File: src/rtl/arbiter_puf_eval.sv
// Arbiter PUF evaluator: races CHANNELS swap-mux chains NEVAL times per challenge and majority-votes each channel.
// Latency: response valid exactly NEVAL*(2*SETTLE+1) clk cycles after the accepting edge.
// Backpressure: one challenge in flight; response held stable in DONE until rsp_ready, then chal_ready returns the next cycle.
module arbiter_puf_eval #(
    parameter int STAGES   = 8,
    parameter int CHANNELS = 8,
    parameter int NEVAL    = 7,
    parameter int SETTLE   = 4
) (
    input  logic                clk,
    input  logic                rst_n,
    input  logic                ena,
    input  logic                chal_valid,
    output logic                chal_ready,
    input  logic [STAGES-1:0]   chal,
    output logic                rsp_valid,
    input  logic                rsp_ready,
    output logic [CHANNELS-1:0] rsp,
    output logic [CHANNELS-1:0] rsp_unstable,
    output logic                busy,
    input  logic                tst_en,
    input  logic [CHANNELS-1:0] tst_bits
);

    localparam int CW = $clog2(NEVAL + 1);
    localparam int SW = $clog2(SETTLE);
    localparam logic [CW-1:0] NEV   = CW'(NEVAL);
    localparam logic [CW-1:0] HALF  = CW'(NEVAL / 2);
    localparam logic [SW-1:0] SLAST = SW'(SETTLE - 1);

    if (NEVAL < 1 || NEVAL > 15 || (NEVAL % 2) == 0) begin : g_bad_neval
        $error("arbiter_puf_eval: NEVAL must be odd and within 1..15");
    end
    if (SETTLE < 3) begin : g_bad_settle
        $error("arbiter_puf_eval: SETTLE must be at least 3");
    end

    typedef enum logic [2:0] {S_IDLE, S_ARM, S_FIRE, S_CAPTURE, S_DONE} state_t;

    state_t              state;
    logic [SW-1:0]       phase_cnt;
    logic [CW-1:0]       eval_cnt;
    logic [CW-1:0]       ones    [CHANNELS];
    logic [CW-1:0]       ones_nx [CHANNELS];
    logic [STAGES-1:0]   chal_r;
    logic                launch;
    logic [CHANNELS-1:0] samp;
    logic [CHANNELS-1:0] cap_bits;

    assign chal_ready = rst_n && ena && (state == S_IDLE);
    assign busy       = (state != S_IDLE);
    assign cap_bits   = tst_en ? tst_bits : samp;

    for (genvar c = 0; c < CHANNELS; c++) begin : g_ch
        logic pa, pb, tmp;
        logic arb_q, sync1, sync2;

        // Race chain: both paths start from launch; a set challenge bit swaps the paths at that stage
        always_comb begin
            pa  = launch;
            pb  = launch;
            tmp = 1'b0;
            for (int i = 0; i < STAGES; i++) begin
                if (chal_r[i]) begin
                    tmp = pa;
                    pa  = pb;
                    pb  = tmp;
                end
            end
        end

        // Arbiter: path A's edge samples path B; no reset, only post-launch samples are ever consumed
        always_ff @(posedge pa) begin
            arb_q <= pb;
        end

        // Two-flop synchroniser bringing the arbiter decision into clk
        always_ff @(posedge clk) begin
            if (!rst_n) begin
                sync1 <= 1'b0;
                sync2 <= 1'b0;
            end else begin
                sync1 <= arb_q;
                sync2 <= sync1;
            end
        end

        assign samp[c] = sync2;
    end

    // Vote counters including this cycle's sample, so DONE can be decided on the final capture edge
    always_comb begin
        for (int c = 0; c < CHANNELS; c++) begin
            ones_nx[c] = ones[c] + CW'(cap_bits[c]);
        end
    end

    // Evaluation controller: ARM/FIRE/CAPTURE repeated NEVAL times, then hold the response in DONE
    always_ff @(posedge clk) begin
        if (!rst_n) begin
            state        <= S_IDLE;
            phase_cnt    <= '0;
            eval_cnt     <= '0;
            chal_r       <= '0;
            launch       <= 1'b0;
            rsp          <= '0;
            rsp_unstable <= '0;
            rsp_valid    <= 1'b0;
            for (int c = 0; c < CHANNELS; c++) ones[c] <= '0;
        end else if (!ena && (state == S_ARM || state == S_FIRE || state == S_CAPTURE)) begin
            // Abort discards the partial vote and parks the chains low
            state     <= S_IDLE;
            phase_cnt <= '0;
            eval_cnt  <= '0;
            launch    <= 1'b0;
            for (int c = 0; c < CHANNELS; c++) ones[c] <= '0;
        end else begin
            case (state)
                S_IDLE: begin
                    if (chal_valid && ena) begin
                        chal_r    <= chal;
                        eval_cnt  <= '0;
                        phase_cnt <= '0;
                        state     <= S_ARM;
                        for (int c = 0; c < CHANNELS; c++) ones[c] <= '0;
                    end
                end
                S_ARM: begin
                    if (phase_cnt == SLAST) begin
                        phase_cnt <= '0;
                        launch    <= 1'b1;
                        state     <= S_FIRE;
                    end else begin
                        phase_cnt <= phase_cnt + 1'b1;
                    end
                end
                S_FIRE: begin
                    if (phase_cnt == SLAST) begin
                        phase_cnt <= '0;
                        launch    <= 1'b0;
                        state     <= S_CAPTURE;
                    end else begin
                        phase_cnt <= phase_cnt + 1'b1;
                    end
                end
                S_CAPTURE: begin
                    for (int c = 0; c < CHANNELS; c++) ones[c] <= ones_nx[c];
                    eval_cnt <= eval_cnt + 1'b1;
                    if (eval_cnt == NEV - 1'b1) begin
                        state     <= S_DONE;
                        rsp_valid <= 1'b1;
                        for (int c = 0; c < CHANNELS; c++) begin
                            rsp[c]          <= (ones_nx[c] > HALF);
                            rsp_unstable[c] <= (ones_nx[c] != '0) && (ones_nx[c] != NEV);
                        end
                    end else begin
                        state <= S_ARM;
                    end
                end
                S_DONE: begin
                    if (rsp_ready) begin
                        rsp_valid <= 1'b0;
                        state     <= S_IDLE;
                    end
                end
                default: state <= S_IDLE;
            endcase
        end
    end

endmodule

File: config.mk
export PLATFORM = sky130hd
export DESIGN_NAME = arbiter_puf_eval
export DESIGN_NICKNAME = d
export VERILOG_FILES = /design/src/rtl/arbiter_puf_eval.sv
export SDC_FILE = /design/constraint.sdc
export NUM_CORES = 1
export LEC_CHECK = 0
export CAP_MARGIN = 20
export CORE_ASPECT_RATIO = 1.75
export CORE_MARGIN = 2
export CORE_UTILIZATION = 56
export CTS_CLUSTER_SIZE = 28
export DETAILED_ROUTE_END_ITERATION = 10
export PLACE_DENSITY = 0.92
export SLEW_MARGIN = 20
export SYNTH_ARGS = -nofsm -noshare
export SYNTH_HDL_FRONTEND = slang
export SYNTH_SLANG_ARGS = --single-unit
export TNS_END_PERCENT = 5
File: constraint.sdc
create_clock -name clk -period 7.4 [get_ports clk]
set_input_delay 1.85 -clock clk [delete_from_list [all_inputs] [get_ports clk]]
set_output_delay 1.85 -clock clk [all_outputs]
set_load 0.005 [all_outputs]
==> out/results.tsv, run 1 <==
metric	value	unit
finalWeightedCongestion	0.824	
synthToLayoutAreaGrowth	16.0	%
drt_iter0_drc	37	
firstDrtPassIters	6	
crit_path_frequent_cell	clkdlybuf4s50_1	
fp.dieH	94.1	um
hpwl	3.63	mm
synth_nets	301	
unclocked_pins	1	
cellLeakagePower	1.34	nW
grt_max_degree	31	
htree_levels	2	
hold_violations	0	
post-route-period-util	70.3	%
critical_path.cell_chain	clkdlybuf4s50_1 > buf_4 > nand2_1 > nor2_1 > clkdlybuf4s50_1	
drc	0	
slew_headroom	35.1	%
grt_pass1_wl	8.76	mm
grt_pass1_vias	1953	
p_per_area	170	nW/um2
reg2reg_slack	5330	ps
netlist_area	2600	um2
vias	1969	
seq_area	1270	um2
unconstrained_endpoints	1	
ys_seq_area_share	48.9	%
ys_async_sr_fraction	0	%
drv_cap	0	
holdWs	438	ps
worstReg2RegStart	state[0]$_SDFFE_PP0P_	
layout_common_cells	nand2_1 (36), dfxtp_1 (32), clkdlybuf4s50_1 (32), nor2_1 (24), edfxtp_1 (21)	
setup_viol	0	
clk_pin_slew	90	ps
yosysWarningCount	0	
synth_ff_type	dfxtp_1	
ant_nets	0	
start_util	58.5	%
drive_above_1_share	4.55	%
r2r_end	ones[0][2]$_SDFFCE_PN0P_	
synth_area_leaders	dfxtp_1 (25%), edfxtp_1 (24%), ha_1 (9.1%)	
ios	41	
total_power	0.512	mW
tritoncts	built	
cts_hold_buf	0	
worstSetupPathType	in2out	
final_nets	326	
hold_depth	1	
clk_latency	300	ps
synth_cell_type_count	40	
cts_root_buf	clkbuf_8	
cts_resized	0	
syn_inst	260	
fp.dieW	55.5	um
cts_setup_buffers	0	
worst_ep_required_time	5550	ps
avgSynthCellArea	10.0	um2
cp_max_fo	30	
portBuffers	32	
arrival	3350	ps
tightest_slew	969	ps
status	finished clean	
avgRoutedWirePerCell	15.2	um
grt_overflow	0	
cp-start-kind	primary input	
rsz0062_at_grt	no	
die-area	5220	um2
synth_seq_cells	53	
synth_top_area_cell	dfxtp_1	
skew	3.46	ps
rr_worst_depth	3	
ir_worst_vdd	0.170	mV
diodes	0	
routed_via_density	5.84	
synth-edff-count	21	
drv_slew	0	
slowest_delay	510	ps
final_common_cell	nand2_1	
post-route-min-period	5200	ps
core_area	4440	um2
globalRouteTotalUtil	21.0	%
cp-end-kind	output pin	
nFillCells	327	
fmax	192	MHz
hp-class	reg2reg	
path_delay_family	buffers and inverters	
critPathSlowestCell	clkdlybuf4s50_1	
hp-start	g_ch[7].sync1$_SDFF_PN0_	
dp.cells	329	
cp_num_buf_inv	3	
synth_top_area_share	24.7	%
finalNonFillerCells	337	
tns	0	ps
cts_buffer_depth	2	
min_to	g_ch[7].sync2$_SDFF_PN0_	
wl	5.14	mm
num_rows	32	
cts_buffers	5	
antenna_found_initial	0	
final_core_util	67.8	%
multi_input_area	1250	um2
## state kept, by name (all words and copies together), names as in the netlist
register      flops
g_ch.pa           1
g_ch.arb_q        1
rsp_valid         1
ones             24
phase_cnt         2
eval_cnt          3
state             3
g_ch.sync1        1
rsp               8
rsp_unstable      8
g_ch.sync2        1
## worst max path at each step
| stage | start | endpoint | slack, ps | cells past startpoint |
|---|---|---|---|---|
| after detailed placement | rst_n | chal_ready | 2210 | 5 |
| after global placement | rst_n | chal_ready | 2240 | 5 |
| after global routing | rst_n | chal_ready | 2120 | 5 |
| after CTS | rst_n | chal_ready | 2200 | 5 |
| final | rst_n | chal_ready | 2200 | 5 |
| after floorplan | ena | chal_ready | 3370 | 3 |
## cell usage after synthesis, types with 2 or more instances
cell type,n
clkbuf_1,12
a31oi_1,2
nand4_1,3
mux2i_1,2
inv_1,3
nand2_1,36
or3_1,2
xor2_1,6
edfxtp_1,21
nor3_1,8
and2_1,16
dfxtp_1,32
o2111a_1,3
and3_1,3
buf_2,3
xnor2_1,8
o211a_1,8
o21ai_0,10
nand3_1,10
a311oi_1,4
a21oi_1,5
or4_1,3
nor2_1,25
ha_1,19
## cell families (layout without fill, tap and decap cells)
group,after synthesis,after routing,share of synthesized area (%)
compound gates,39,39,11.7
xor+xnor,14,14,4.72
fa+ha+maj,19,19,9.15
buf+inv,19,45,3.03
flops,53,53,48.9
mux,3,3,1.20
simple gates,113,113,21.3
## cell type report
| cell class | count | share of cell area (%) |
|---|---|---|
| tap | 51 | 2.12 |
| multi-input combinational | 188 | 41.5 |
| timing repair buffer | 34 | 11.1 |
| sequential | 53 | 42.2 |
| inverter | 3 | 0.374 |
| clock inverter | 1 | 0.166 |
| clock buffer | 7 | 2.53 |
## where the power goes
part	internal [mW]	switching [mW]
logic	0.0215	0.0268
registers	0.306	0.00541
clock network	0.0665	0.0852
## metal layers
metal | share of wire [%] | up-vias | routed length (um) | global-route usage [%]
met3 | 2.6 | 10 | 132 | 2.89
met4 | 1.9 | 0 | 100 | 9.15
li1 | - | 974 | - | -
met2 | 54 | 38 | 2770 | 38.7
met1 | 42 | 947 | 2130 | 23.8
met5 | 0 | - | 0 | 0
## stage by stage
step	worst slack (ps)	cell area, um2
5_1_grt	2120	3010
3_3_place_gp	2240	2930
3_5_place_dp	2210	2930
6_report	2200	3010
2_1_floorplan	3370	2600
4_1_cts	2200	3010
No activity file was read; power rests on OpenSTA's default activity.
==> inputs of run 2 (changes only) <==
CORE_UTILIZATION = 48   (was 56)
PLACE_DENSITY = 0.84   (was 0.92)
clock period = 4.75 ns   (was 7.4 ns; I/O delays follow)
==> run 2 against run 1 <==
Critical path depth down 1. Routed wire length up 2.5%. First-iteration DRC count down 2.7%. Non-clock buffer count up 1. Cell area up 0.71%. Largest power group unchanged.
==> out/results.tsv, run 2 (same netlist as run 1, synthesis figures left out) <==
metric	value	unit
startpoint	ena	
slowest_delay	690	ps
p_int	0.630	mW
clockPowerShare	31.3	%
fp.dieH	101	um
cts_hold_buf	0	
grt_overflow	0	
status	finished clean	
grt_max_degree	30	
cellLeakagePower	1.35	nW
cp-start-kind	primary input	
tightest_slew	1050	ps
fp.dieW	59.6	um
critPathSlowestCell	clkdlybuf4s50_1	
post-route-period-util	79.6	%
p_per_area	269	nW/um2
ios	41	
reg2reg_slack	2550	ps
drc	0	
unconstrained_endpoints	1	
r2r_end	rsp_unstable[2]$_SDFFE_PN0P_	
critical_path.cell_chain	clkdlybuf4s50_1 > nand2_1 > nor2_1 > clkdlybuf4s50_1	
wl	5.26	mm
top_register	ones	
reg_top3	ones x24, rsp x8, rsp_unstable x8	
cp-end-kind	output pin	
cts_setup_buffers	0	
clk_latency	300	ps
worstReg2RegStart	state[0]$_SDFFE_PP0P_	
setup_viol	0	
final_nets	327	
arrival	2590	ps
hp-class	reg2reg	
drv_cap	0	
avgRoutedWirePerCell	15.4	um
grt_pass1_vias	1951	
unclocked_pins	1	
portBuffers	32	
cts_root_buf	clkbuf_8	
finalWeightedCongestion	0.779	
num_rows	35	
rr_worst_depth	5	
endpoint	chal_ready	
start_util	49.5	%
cts_buffers	5	
cts_buffer_depth	2	
drive_above_1_share	4.88	%
antenna_found_initial	0	
slew_headroom	29.4	%
rsz0062_at_grt	no	
core_area	5260	um2
layout_common_cells	nand2_1 (36), dfxtp_1 (32), clkdlybuf4s50_1 (32), nor2_1 (24), edfxtp_1 (21)	
hold_violations	0	
clk_pin_slew	80	ps
synthToLayoutAreaGrowth	16.8	%
fmax	265	MHz
ir_worst_vdd	0.223	mV
share_seq_of_total_power	59.4	%
cts_resized	0	
firstDrtPassIters	4	
cp_max_fo	9	
drt_iter0_drc	36	
largest_reg_flops	24	
vias	2006	
hpwl	3.74	mm
ant_nets	0	
tns	0	ps
p_sw_share	22.9	%
routed_via_density	5.87	
grt_pass1_wl	8.78	mm
htree_levels	2	
switchingPower	0.187	mW
crit_path_frequent_cell	clkdlybuf4s50_1	
die-area	6040	um2
power_frac_comb	9.3	%
drv_slew	0	
globalRouteTotalUtil	19.1	%
post-route-min-period	3780	ps
worst_ep_required_time	3560	ps
final_common_cell	nand2_1	
total_power	0.817	mW
worstSetupPathType	in2out	
tritoncts	built	
diodes	0	
skew	5.79	ps
run 2: cell types whose count changed in the layout (fill, tap and decap cells not counted):
cell / previous run / this run
clkinv_2: 1 / 0
o21ai_0: 9 / 10
clkbuf_8: 5 / 6
buf_4: 2 / 3
o21ai_1: 1 / 0
run 2: worst min-delay path by stage:
stage / slack (ps) / cells past startpoint / from / to
5_1_grt: 480 / 1 / g_ch[7].sync1$_SDFF_PN0_ / g_ch[7].sync2$_SDFF_PN0_
2_1_floorplan: 410 / 1 / g_ch[7].sync1$_SDFF_PN0_ / g_ch[7].sync2$_SDFF_PN0_
3_3_place_gp: 420 / 1 / g_ch[7].sync1$_SDFF_PN0_ / g_ch[7].sync2$_SDFF_PN0_
6_report: 450 / 1 / g_ch[7].sync1$_SDFF_PN0_ / g_ch[7].sync2$_SDFF_PN0_
4_1_cts: 450 / 1 / g_ch[7].sync1$_SDFF_PN0_ / g_ch[7].sync2$_SDFF_PN0_
3_5_place_dp: 430 / 1 / g_ch[7].sync1$_SDFF_PN0_ / g_ch[7].sync2$_SDFF_PN0_
run 2: per-stage QoR:
step	cell area [um2]	hold slack [ps]	utilization [%]	instances	setup slack, ps
after floorplan	2600	412	-	260	1680
after global placement	2950	417	56.0	334	1000
after detailed placement	2950	429	56.0	334	980
after CTS	3040	449	57.8	342	972
after global routing	3040	475	57.8	342	900
final	3040	446	57.8	342	970
run 2: power groups by stage:
stage | logic, mW | registers [mW] | clock network [mW]
floorplan | 0.0510 | 0.492 | 0
global placement | 0.0732 | 0.495 | 0
detailed placement | 0.0754 | 0.496 | 0
CTS | 0.0764 | 0.485 | 0.259
global route | 0.0860 | 0.487 | 0.271
finish | 0.0762 | 0.485 | 0.255
run 2: metal layers:
| metal | GRT usage, % | vias to the layer above | part of all wire, % |
|---|---|---|---|
| met3 | 2.30 | 12 | 3.2 |
| met2 | 35.1 | 43 | 55 |
| met1 | 21.4 | 976 | 39 |
| met5 | 0 | - | 0 |
| li1 | - | 975 | - |
| met4 | 8.38 | 0 | 2.6 |
run 2: area by class of cell:
type	count	area (um2)
clock buffers	8	90.1
flip-flops and latches	53	1270
repair buffers	35	343
well taps	55	68.8
multi-input cells	188	1250
fillers	448	2220
inverters	3	11.3
run 2: worst max-delay path, delay by kind of cell:
| family | cells | cell delay, ps |
|---|---|---|
| buf+inv | 2 | 1190 |
| simple gates | 2 | 210 |
==> inputs of run 3 (changes only) <==
CORE_UTILIZATION = 53   (was 48)
PLACE_DENSITY = 0.88   (was 0.84)
clock period = 3.5 ns   (was 4.75 ns; I/O delays follow)
==> run 3 against run 2 <==
Sequential share of layout area is 0.55 points lower. Critical endpoint unchanged. Clock power increased by 27%. Sequential power rose by 36%. Register-to-register slack lost 1100 ps. Hold slack gained 2.9 ps. Cell area is 1.3% higher. Critical path depth is the same. Die area is 8.9% lower. Core utilization grew 7.6 points. Final cell count grew 1.2%. Via count rose by 2.3%. Combinational power grew 43%.
==> out/results.tsv, run 3 (same netlist as run 1, synthesis figures left out) <==
metric	value	unit
status	finished clean	
rsz0062_at_grt	no	
globalRouteTotalUtil	20.0	%
fp.dieH	96.6	um
worst_ep_required_time	2620	ps
largest_reg_flops	24	
cts_hold_buf	0	
tightest_slew	566	ps
grt_pass1_wl	8.75	mm
grt_overflow	0	
clk_pin_slew	90	ps
skew	8.18	ps
switchingPower	0.252	mW
tritoncts	built	
p_int	0.839	mW
firstDrtPassIters	4	
cts_buffer_depth	2	
antenna_found_initial	0	
fp.dieW	56.9	um
finalWeightedCongestion	0.802	
unconstrained_endpoints	1	
final_common_cell	nand2_1	
slew_headroom	62.2	%
holdWs	448	ps
cts_resized	0	
drc	0	
drv_cap	0	
post-route-min-period	2900	ps
fmax	345	MHz
grt_pass1_vias	2001	
drt_iter0_drc	82	
worstSetupPathType	in2out	
start_util	55.2	%
die-area	5500	um2
ios	41	
reg2reg_slack	1440	ps
cp-start-kind	primary input	
core_area	4710	um2
ir_worst_vdd	0.302	mV
wl	5.11	mm
p_per_area	355	nW/um2
drive_above_1_share	7.14	%
hold_violations	0	
layout_common_cells	nand2_1 (36), dfxtp_1 (32), clkdlybuf4s50_1 (32), nor2_1 (24), edfxtp_1 (21)	
clk_latency	300	ps
grt_max_degree	30	
vias	2053	
cp-end-kind	output pin	
cp_max_fo	2	
setup_viol	0	
diodes	0	
cts_setup_buffers	0	
hp-class	reg2reg	
htree_levels	2	
power_frac_comb	10.0	%
clockPowerShare	29.7	%
unclocked_pins	1	
routed_via_density	5.93	
final_nets	334	
reg_top3	ones x24, rsp x8, rsp_unstable x8	
cts_root_buf	clkbuf_8	
p_sw_share	23.1	%
cellLeakagePower	1.38	nW
top_register	ones	
num_rows	33	
drv_slew	0	
avgRoutedWirePerCell	14.8	um
share_seq_of_total_power	60.4	%
cts_buffers	5	
place_area	2990	um2
portBuffers	32	
hpwl	3.59	mm
synthToLayoutAreaGrowth	18.3	%
post-route-period-util	82.9	%
ant_nets	0	
arrival	2030	ps
final_area	3080	um2
tns	0	ps
## run 3: changes by cell type in the layout (fill, tap and decap cells not counted), sizes merged
cell and change:
buf +7, clkbuf -1, clkinv +1
## run 3: path summary, 6_finish.rpt
check | end | from | depth (start not counted)
worst max register to register | rsp_unstable[1]$_SDFFE_PN0P_ | state[0]$_SDFFE_PP0P_ | 4
worst min register to register | g_ch[7].sync2$_SDFF_PN0_ | g_ch[7].sync1$_SDFF_PN0_ | 1
worst min-delay path | g_ch[7].sync2$_SDFF_PN0_ | g_ch[7].sync1$_SDFF_PN0_ | 1
worst max-delay path | chal_ready | ena | 4
## run 3: layout make-up
| class | count | area, um2 |
|---|---|---|
| clock inverters | 1 | 5.00 |
| flip-flops and latches | 53 | 1270 |
| multi-input cells | 188 | 1250 |
| inverters | 3 | 11.3 |
| repair buffers | 42 | 395 |
| clock buffers | 7 | 76.3 |
| fillers | 372 | 1630 |
| well taps | 52 | 65.1 |
## run 3: worst max-delay path: stages
cell and delay (ps):
clkdlybuf4s50_1 490, nand2_1 80, nor2_1 80, clkdlybuf4s50_1 500
## run 3: per-layer routing
layer  track usage [%]  part of all wire, %
met3              3.34                  4.4
met5                 0                    0
met1              21.4                   37
met4              10.9                  3.6
met2              35.7                   55
## run 3: power by group through the flow
stage	clock network [mW]	logic, mW	registers (mW)
after detailed placement	0	0.107	0.673
final	0.324	0.109	0.659
after CTS	0.327	0.108	0.659
after floorplan	0	0.0692	0.667
after global placement	0	0.105	0.671
after global routing	0.354	0.122	0.661
## run 3: through the flow
stage	worst slack (ps)	instances	utilization, %	power (mW)
2_1_floorplan	738	260	-	0.737
3_3_place_gp	363	338	63.6	0.776
3_5_place_dp	360	338	63.6	0.779
4_1_cts	578	346	65.3	1.09
5_1_grt	524	346	65.3	1.14
6_report	599	346	65.3	1.09
